### config.mk
export PLATFORM = sky130hd
export DESIGN_NAME = cp0_intc_flat
export DESIGN_NICKNAME = d
export VERILOG_FILES = /design/src/rtl/cp0_intc_if.sv /design/src/rtl/cp0_intc.sv /design/src/flat_wrapper.sv
export SDC_FILE = /design/constraint.sdc
export NUM_CORES = 1
export LEC_CHECK = 0
export CAP_MARGIN = 20
export CORE_MARGIN = 1.5
export CORE_UTILIZATION = 41
export CTS_CLUSTER_DIAMETER = 150
export DETAILED_ROUTE_END_ITERATION = 12
export PLACE_DENSITY = 0.67
export SYNTH_ARGS = -nofsm -noshare
export SYNTH_HDL_FRONTEND = slang
export SYNTH_SLANG_ARGS = --single-unit
### constraint.sdc
create_clock -name clk -period 2.71 [get_ports clk]
set_input_delay 0.813 -clock clk [delete_from_list [all_inputs] [get_ports clk]]
set_output_delay 0.813 -clock clk [all_outputs]
set_load 0.005 [all_outputs]
### src/rtl/cp0_intc_if.sv
// CP0 / interrupt-controller bus: the execute/fetch side (master) drives
// register accesses and interrupt handshakes, the controller (slave) returns
// mfc0 data and the interrupt request.
interface cp0_intc_if #(
   parameter int NUM_IRQ = 4
) ();
   logic                stall;
   logic [NUM_IRQ-1:0]  irq_in;
   logic [4:0]          reg_addr;
   logic                we;
   logic [31:0]         wdata;
   logic [31:0]         rdata;
   logic [31:0]         epc_in;
   logic                int_ack;
   logic                eret;
   logic                int_req;

   modport master (
      output stall, irq_in, reg_addr, we, wdata, epc_in, int_ack, eret,
      input  rdata, int_req
   );

   modport slave (
      input  stall, irq_in, reg_addr, we, wdata, epc_in, int_ack, eret,
      output rdata, int_req
   );
endinterface

### src/rtl/cp0_intc.sv
// Coprocessor-0 register file and interrupt controller for the MIPS150
// pipeline. NUM_IRQ external lines (edge- or level-sensitive per line) map to
// Cause.IP[2+i]; an optional Count/Compare timer drives Cause.IP[7]/TI.
// Interrupt sampling, edge latching, Count and TI keep running under stall so
// no events are lost; all software-visible updates are gated by stall.
module cp0_intc #(
   parameter int                 NUM_IRQ   = 4,
   parameter logic [NUM_IRQ-1:0] EDGE_MASK = {NUM_IRQ{1'b1}},
   parameter bit                 TIMER_EN  = 1'b1
) (
   input logic        clk,
   input logic        rst,
   cp0_intc_if.slave  bus
);

   localparam logic [4:0] ADDR_COUNT   = 5'd9;
   localparam logic [4:0] ADDR_COMPARE = 5'd11;
   localparam logic [4:0] ADDR_STATUS  = 5'd12;
   localparam logic [4:0] ADDR_CAUSE   = 5'd13;
   localparam logic [4:0] ADDR_EPC     = 5'd14;

   // Architectural and sampling state
   logic [NUM_IRQ-1:0] irq_s_q,    irq_s_d;
   logic [NUM_IRQ-1:0] irq_prev_q, irq_prev_d;
   logic [NUM_IRQ-1:0] pend_q,     pend_d;
   logic [31:0]        count_q,    count_d;
   logic [31:0]        compare_q,  compare_d;
   logic [31:0]        epc_q,      epc_d;
   logic               ti_q,       ti_d;
   logic               ie_q,       ie_d;
   logic               exl_q,      exl_d;
   logic [7:0]         im_q,       im_d;
   logic [1:0]         ip_sw_q,    ip_sw_d;

   // Decoded controls and derived values
   logic               wr_s;
   logic               eret_s;
   logic               ack_s;
   logic               wr_count_s;
   logic               wr_compare_s;
   logic               wr_status_s;
   logic               wr_cause_s;
   logic               wr_epc_s;
   logic [NUM_IRQ-1:0] edge_s;
   logic [NUM_IRQ-1:0] clr_s;
   logic               match_s;
   logic [4:0]         hw_ip_s;
   logic               timer_ip_s;
   logic [7:0]         ip_s;
   logic               int_req_s;
   logic [31:0]        rdata_s;

   // Per-line IP source: latched pend bit for edge lines, live sample for level lines;
   // unused IP slots above NUM_IRQ read as zero.
   for (genvar g = 0; g < 5; g++) begin : g_hw_ip
      if (g < NUM_IRQ) begin : g_used
         assign hw_ip_s[g] = EDGE_MASK[g] ? pend_q[g] : irq_s_q[g];
      end else begin : g_unused
         assign hw_ip_s[g] = 1'b0;
      end
   end

   assign timer_ip_s = TIMER_EN ? ti_q : 1'b0;
   assign ip_s       = {timer_ip_s, hw_ip_s, ip_sw_q};
   assign int_req_s  = ie_q & ~exl_q & (|(ip_s & im_q));

   // Decode stall-qualified software strobes and the acknowledge condition
   always_comb begin
      wr_s         = bus.we & ~bus.stall;
      eret_s       = bus.eret & ~bus.stall;
      ack_s        = bus.int_ack & ~bus.stall & int_req_s;
      wr_count_s   = wr_s & (bus.reg_addr == ADDR_COUNT);
      wr_compare_s = wr_s & (bus.reg_addr == ADDR_COMPARE);
      wr_status_s  = wr_s & (bus.reg_addr == ADDR_STATUS);
      wr_cause_s   = wr_s & (bus.reg_addr == ADDR_CAUSE);
      wr_epc_s     = wr_s & (bus.reg_addr == ADDR_EPC);
   end

   // Input sampling and edge-pending bits; a new edge beats a same-cycle clear
   always_comb begin
      irq_s_d    = bus.irq_in;
      irq_prev_d = irq_s_q;
      edge_s     = irq_s_q & ~irq_prev_q & EDGE_MASK;
      if (wr_cause_s) begin
         clr_s = ~bus.wdata[10 +: NUM_IRQ] & EDGE_MASK;
      end else begin
         clr_s = {NUM_IRQ{1'b0}};
      end
      pend_d = (pend_q & ~clr_s) | edge_s;
   end

   // Count/Compare timer: free-running count, sticky TI, Compare write clears TI
   always_comb begin
      match_s = (count_q == compare_q);
      if (!TIMER_EN) begin
         count_d   = 32'd0;
         compare_d = 32'hFFFF_FFFF;
         ti_d      = 1'b0;
      end else begin
         if (wr_count_s) begin
            count_d = bus.wdata;
         end else begin
            count_d = count_q + 32'd1;
         end
         if (wr_compare_s) begin
            compare_d = bus.wdata;
            ti_d      = 1'b0;
         end else if (match_s) begin
            compare_d = compare_q;
            ti_d      = 1'b1;
         end else begin
            compare_d = compare_q;
            ti_d      = ti_q;
         end
      end
   end

   // Status, Cause.IP[1:0] and EPC; acknowledge overrides eret and software writes
   always_comb begin
      if (wr_status_s) begin
         ie_d = bus.wdata[0];
         im_d = bus.wdata[15:8];
      end else begin
         ie_d = ie_q;
         im_d = im_q;
      end
      if (ack_s) begin
         exl_d = 1'b1;
      end else if (eret_s) begin
         exl_d = 1'b0;
      end else if (wr_status_s) begin
         exl_d = bus.wdata[1];
      end else begin
         exl_d = exl_q;
      end
      if (wr_cause_s) begin
         ip_sw_d = bus.wdata[9:8];
      end else begin
         ip_sw_d = ip_sw_q;
      end
      if (ack_s) begin
         epc_d = bus.epc_in;
      end else if (wr_epc_s) begin
         epc_d = bus.wdata;
      end else begin
         epc_d = epc_q;
      end
   end

   // mfc0 read mux, combinational from reg_addr
   always_comb begin
      case (bus.reg_addr)
         ADDR_COUNT:   rdata_s = TIMER_EN ? count_q : 32'd0;
         ADDR_COMPARE: rdata_s = TIMER_EN ? compare_q : 32'd0;
         ADDR_STATUS:  rdata_s = {16'd0, im_q, 6'd0, exl_q, ie_q};
         ADDR_CAUSE:   rdata_s = {1'b0, timer_ip_s, 14'd0, ip_s, 1'b0, 5'd0, 2'b00};
         ADDR_EPC:     rdata_s = epc_q;
         default:      rdata_s = 32'd0;
      endcase
   end

   assign bus.rdata   = rdata_s;
   assign bus.int_req = int_req_s;

   // State registers with synchronous active-high reset
   always_ff @(posedge clk) begin
      if (rst) begin
         irq_s_q    <= {NUM_IRQ{1'b0}};
         irq_prev_q <= {NUM_IRQ{1'b0}};
         pend_q     <= {NUM_IRQ{1'b0}};
         count_q    <= 32'd0;
         compare_q  <= 32'hFFFF_FFFF;
         epc_q      <= 32'd0;
         ti_q       <= 1'b0;
         ie_q       <= 1'b0;
         exl_q      <= 1'b0;
         im_q       <= 8'd0;
         ip_sw_q    <= 2'b00;
      end else begin
         irq_s_q    <= irq_s_d;
         irq_prev_q <= irq_prev_d;
         pend_q     <= pend_d;
         count_q    <= count_d;
         compare_q  <= compare_d;
         epc_q      <= epc_d;
         ti_q       <= ti_d;
         ie_q       <= ie_d;
         exl_q      <= exl_d;
         im_q       <= im_d;
         ip_sw_q    <= ip_sw_d;
      end
   end

endmodule

### src/flat_wrapper.sv
// flat-port wrapper written by rule: the top's interface ports become plain ports
module cp0_intc_flat 
#(
   parameter int                 NUM_IRQ   = 4,
   parameter logic [NUM_IRQ-1:0] EDGE_MASK = {NUM_IRQ{1'b1}},
   parameter bit                 TIMER_EN  = 1'b1
)
  (clk, rst, bus_stall, bus_irq_in, bus_reg_addr, bus_we, bus_wdata, bus_epc_in, bus_int_ack, bus_eret, bus_rdata, bus_int_req);
  cp0_intc_if #(.NUM_IRQ(NUM_IRQ)) bus_i ();
  input logic clk;
  input logic rst;
  input wire logic [$bits(bus_i.stall)-1:0] bus_stall;
  input wire logic [$bits(bus_i.irq_in)-1:0] bus_irq_in;
  input wire logic [$bits(bus_i.reg_addr)-1:0] bus_reg_addr;
  input wire logic [$bits(bus_i.we)-1:0] bus_we;
  input wire logic [$bits(bus_i.wdata)-1:0] bus_wdata;
  input wire logic [$bits(bus_i.epc_in)-1:0] bus_epc_in;
  input wire logic [$bits(bus_i.int_ack)-1:0] bus_int_ack;
  input wire logic [$bits(bus_i.eret)-1:0] bus_eret;
  output wire logic [$bits(bus_i.rdata)-1:0] bus_rdata;
  output wire logic [$bits(bus_i.int_req)-1:0] bus_int_req;
  assign bus_i.stall = bus_stall;
  assign bus_i.irq_in = bus_irq_in;
  assign bus_i.reg_addr = bus_reg_addr;
  assign bus_i.we = bus_we;
  assign bus_i.wdata = bus_wdata;
  assign bus_i.epc_in = bus_epc_in;
  assign bus_i.int_ack = bus_int_ack;
  assign bus_i.eret = bus_eret;
  assign bus_rdata = bus_i.rdata;
  assign bus_int_req = bus_i.int_req;
  cp0_intc #(.NUM_IRQ(NUM_IRQ), .EDGE_MASK(EDGE_MASK), .TIMER_EN(TIMER_EN)) u_core (.clk(clk), .rst(rst), .bus(bus_i));
endmodule
Word-level counts from Yosys, hierarchy flattened
Cells that the tools add are included.
{ "word_totals": {"ff_bits": 121, "latch_bits": 0, "mem_bits_rw": 0, "romBits": 0, "out_inout_bits": 33, "elab_cells": 50, "memories": 0} }
{ "op_classes": {"add_sub_neg": 1, "multipliers": 0, "n_div": 0, "magnitude_cmp": 0, "eq_ne": 6, "shift": 0, "n_mux": 8, "n_bitwise": 20, "n_reduce_logical": 4} }
{ "ops": {"columns": ["op", "n"], "rows": [
  ["32-bit one-hot mux with 5 select lines", 1],
  ["32-bit 2-to-1 mux", 3],
  ["32-bit by 1-bit adder with 32-bit output, second input constant", 1],
  ["32-bit == test", 1],
  ["5-bit by 4-bit == test with 1-bit output, second input constant", 5],
  ["4-bit NOT", 3],
  ["1-bit AND", 11],
  ["4-bit AND", 2],
  ["8-bit AND", 1],
  ["8-bit OR reduction", 1],
  ["4-bit 2-to-1 mux", 1],
  ["4-bit bitwise OR", 1],
  ["1-bit 2-to-1 mux", 3],
  ["3-bit nonzero test", 1],
  ["1-bit NOT", 2],
  ["2-bit nonzero test", 1],
  ["2-bit OR reduction", 1]
]} }

Longest topological paths before layout
Gate-level depths: netlist (run 1).
{ "depth": {"word_depth": 7, "depth_mapped": 7, "ltp_nobuf": 6} }

Worst setup path after synthesis (run 1)
OpenSTA, ideal clock, no wires.
{ "synth_timing": {"kind": "in2out", "start": "input bus_reg_addr[4]", "end": "output bus_rdata[10]", "arrival_time_ps": 1989, "setup_slack_ps": -92, "stages": 6, "path_cell_list": "nor4bb_1 and2_1 clkbuf_1 clkbuf_1 a222oi_1 nand2_1"} }
{ "synth_via": {"elab_chain_cells": 2} }
{ "synth_rtl": {"columns": ["element", "line_no", "rtl"], "rows": [
  ["from (decl)", "flat_wrapper.sv:14", "input wire logic [$bits(bus_i.reg_addr)-1:0] bus_reg_addr;"],
  ["5-bit by 4-bit == test with 1-bit output", "cp0_intc.sv:152", "case (bus.reg_addr)"],
  ["32-bit one-hot mux with 5 select lines *", "cp0_intc.sv:152", null],
  ["to (decl)", "flat_wrapper.sv:20", "output wire logic [$bits(bus_i.rdata)-1:0] bus_rdata;"]
]} }
Mark *: on every way between the ends. The rest lies on a longest branch, timed or not.

Final worst setup path (run 1)
{ "layout_timing": {"start": "input bus_reg_addr[0]", "end": "output bus_rdata[27]"} }
Same word-level chain as after synthesis.

==> results of run 1 <==
-- path summary, 6_finish.rpt --
| path | cells after the start | to |
|---|---|---|
| min reg2reg | 2 | u_core.pend_q[3] |
| min | 2 | u_core.pend_q[3] |
| max | 8 | bus_rdata[27] |
| max reg2reg | 5 | u_core.count_q[31] |
-- sequential cells by signal (all words and copies together), names as in the netlist, 2 cells and up --
| signal | cells |
|---|---|
| u_core.compare_q | 32 |
| u_core.count_q | 32 |
| u_core.epc_q | 32 |
| u_core.im_q | 8 |
| u_core.ip_sw_q | 2 |
| u_core.irq_prev_d | 4 |
| u_core.irq_prev_q | 4 |
| u_core.pend_q | 4 |
-- layout make-up --
class / count / share of cell area, %
multi-input combinational: 554 / 40.01
clock buffer: 24 / 5.675
sequential: 121 / 27.96
tap: 184 / 2.657
inverter: 22 / 0.9531
timing repair buffer: 180 / 21.68
clock inverter: 8 / 1.069
-- stage by stage --
step                instance area, sq um  worst slack [ns]  instances  total power [mW]  setup TNS, ns
global route                        8665           -0.2705       1093             4.563         -7.039
floorplan                           6143          0.001857        763             1.968              0
detailed placement                  7650            -1.059       1031             2.193         -39.51
finish                              8665           -0.1911       1093             4.451         -4.708
CTS                                 8492           -0.2137       1082             4.455         -4.493
global placement                    7650           -0.9834       1031             2.188         -31.24
-- critical path, stage by stage --
cell and delay (ns):
buf_6 0.09, nor4bb_4 0.16, and2_4 0.19, buf_12 0.14, buf_16 0.14, a222oi_1 0.34
inv_1 0.07, buf_2 0.13
-- power breakdown --
group | leakage, nW | switching [mW] | internal [mW]
clock network | 0.290 | 0.820 | 1.44
logic | 2.19 | 0.160 | 0.200
registers | 0.980 | 0.0260 | 1.80
-- layer usage --
layer / global-route usage [%] / vias to the layer above / part of all wire, %
met5: 0 / - / 0
met4: 13.30 / 0 / 3.4
met3: 6.119 / 51 / 7.9
met2: 42.82 / 327 / 47
met1: 34.17 / 3112 / 42
li1: - / 3023 / -
-- synth_stat cells, drive strengths merged (2+ instances only) --
| cell type | count | area, sq um |
|---|---|---|
| a211oi | 26 | 195.2 |
| a21oi | 18 | 90.09 |
| a222oi | 28 | 280.3 |
| a22oi | 17 | 127.6 |
| a311oi | 38 | 345.3 |
| and2 | 5 | 31.28 |
| and3 | 6 | 37.54 |
| and4 | 6 | 57.55 |
| buf | 14 | 63.82 |
| clkbuf | 52 | 195.2 |
| dfxtp | 121 | 2422 |
| inv | 22 | 82.58 |
| nand2 | 134 | 503.0 |
| nand2b | 4 | 25.02 |
| nand3 | 57 | 285.3 |
| nand3b | 33 | 247.7 |
| nand4 | 19 | 140.1 |
| nor2 | 67 | 251.5 |
| nor2b | 10 | 62.56 |
| nor3 | 4 | 20.02 |
| nor4 | 4 | 25.02 |
| nor4b | 2 | 30.03 |
| o21ai | 10 | 50.04 |
| or3 | 5 | 31.28 |
| xnor2 | 41 | 359.1 |
| xor2 | 16 | 140.1 |
-- what timing repair did --
action | 4_1_cts | 5_1_grt
endpoints found under the setup margin | 33 | 33
gates resized for setup | 170 | 9
setup buffers | 12 | 8
gates cloned | 8 | 5
pin swaps | 39 | 17
endpoints found under the hold margin | 0 | 0
-- cells by family (layout without fill, tap and decap cells) --
family	Yosys count	count (layout)	share of synthesized area, %
compound gates	138	138	17.84
xor+xnor	57	57	8.134
fa+ha+maj	1	1	0.2038
buf+inv	88	234	5.566
flops	121	121	39.47
simple gates	358	358	28.79
==> results.json, run 1 <==
{
  "dp.final_hpwl_mm": 13.62,
  "rows": 44,
  "ys.flop_type": "dfxtp_1",
  "crit_fanout": 8,
  "grtUsageTotal_pct": 26.83,
  "tritoncts": "built",
  "final_cell_mix": "nand2_1 (132), dfxtp_1 (121), clkdlybuf4s50_1 (72)",
  "cts_hold_buf": 0,
  "synth_edf_count": 0,
  "fin_util_pct": 59.39,
  "dieWidth_um": 125.3,
  "grt_pass1_wl_mm": 32.92,
  "clk_pin_slew_worst_paths_ns": 0.05,
  "start_util_pct": 42.07,
  "multi_input_area_sq_um": 3467,
  "drv_cap": 0,
  "post-route-min-period_ns": 2.901,
  "synth_cell_types": 37,
  "hold_violations": 0,
  "crit_path_start_kind": "input port",
  "layout_commonest_cell": "nand2_1",
  "drive_gt1_share_pct": 17.49,
  "cts-root-buf": "clkbuf_16",
  "initialDrtViolationCount": 801,
  "grt_pass1_vias": 6158,
  "ys_ff_latch": 121,
  "area_growth_pct": 41.18,
  "critPathLaunch": "bus_reg_addr[0]",
  "numCtsBuffers": 17,
  "synth_cells": 763,
  "diodes": 0,
  "syn_area_per_cell_sq_um": 8.043,
  "vias": 6513,
  "yosysSeqAreaShare_pct": 39.47,
  "slew_violations": 0,
  "r2r-start": "u_core.count_q[5]",
  "ant_nets": 0,
  "regArea_sq_um": 2422,
  "fmaxAchievable_ghz": 0.3447,
  "finalHoldWorstSlack_ns": 0.4647,
  "grt_remaining_overflow": 0,
  "io_pins": 112,
  "outcome": "complete, but fails checks",
  "period_share_pct": 107.1,
  "ir_drop_uv": 441.1,
  "fp.dieH_um": 125.3,
  "finalWorstSetupSlack_ns": -0.1911,
  "final-setup-viol-count": 32,
  "fillers": 1278,
  "routedWlPerCell_um": 20.06,
  "syn_area_sq_um": 6137,
  "power_leakage_nw": 3.462,
  "worstMarginPinSlew_ns": 0.6124,
  "criticalPathCategory": "in -> out",
  "htree_levels": 4,
  "nets": 976,
  "cts.sinks": 121,
  "cp.required_ns": 1.90,
  "clockBufferDepth": 2,
  "rsz0062_at_grt": "true",
  "reg2reg_setup_slack_ns": 0.56,
  "violations": "setup timing",
  "insertion_delay_ns": 0.43,
  "relSlewSlack_pct": 59.18,
  "gp_congestion": 0.8955,
  "core-area_sq_um": 14590,
  "drcViolationCount": 0,
  "ys_warn_count": 0,
  "async_reset_ff_share_pct": 0,
  "clock_skew_ns": 0.01089,
  "io_buffers": 111,
  "antenna_found_initial": 0,
  "routed_wl_mm": 21.93,
  "grt_start_max_net_pins": 66,
  "detail_route.first_pass.iterations": 7,
  "synth_fp_nets": 843,
  "hold_start": "u_core.irq_prev_d[3]",
  "critPathCaptureType": "output pin",
  "viasPerCell": 5.959,
  "worstHoldPathType": "reg -> reg",
  "arrival_ns": 2.09,
  "cellPowerDensity_nw_per_um2": 513.7,
  "dieArea_sq_um": 15710
}
No activity file was read; power rests on OpenSTA's default activity.
==> run 2, diff against run 1 <==
--- a/config.mk
+++ b/config.mk
@@ -5,7 +5,6 @@
 export SDC_FILE = /design/constraint.sdc
 export NUM_CORES = 1
 export LEC_CHECK = 0
-export CAP_MARGIN = 20
 export CORE_MARGIN = 1.5
 export CORE_UTILIZATION = 41
 export CTS_CLUSTER_DIAMETER = 150
==> results of run 2 <==
Same layout as run 1: the final DEF is identical, and so are final timing and power.
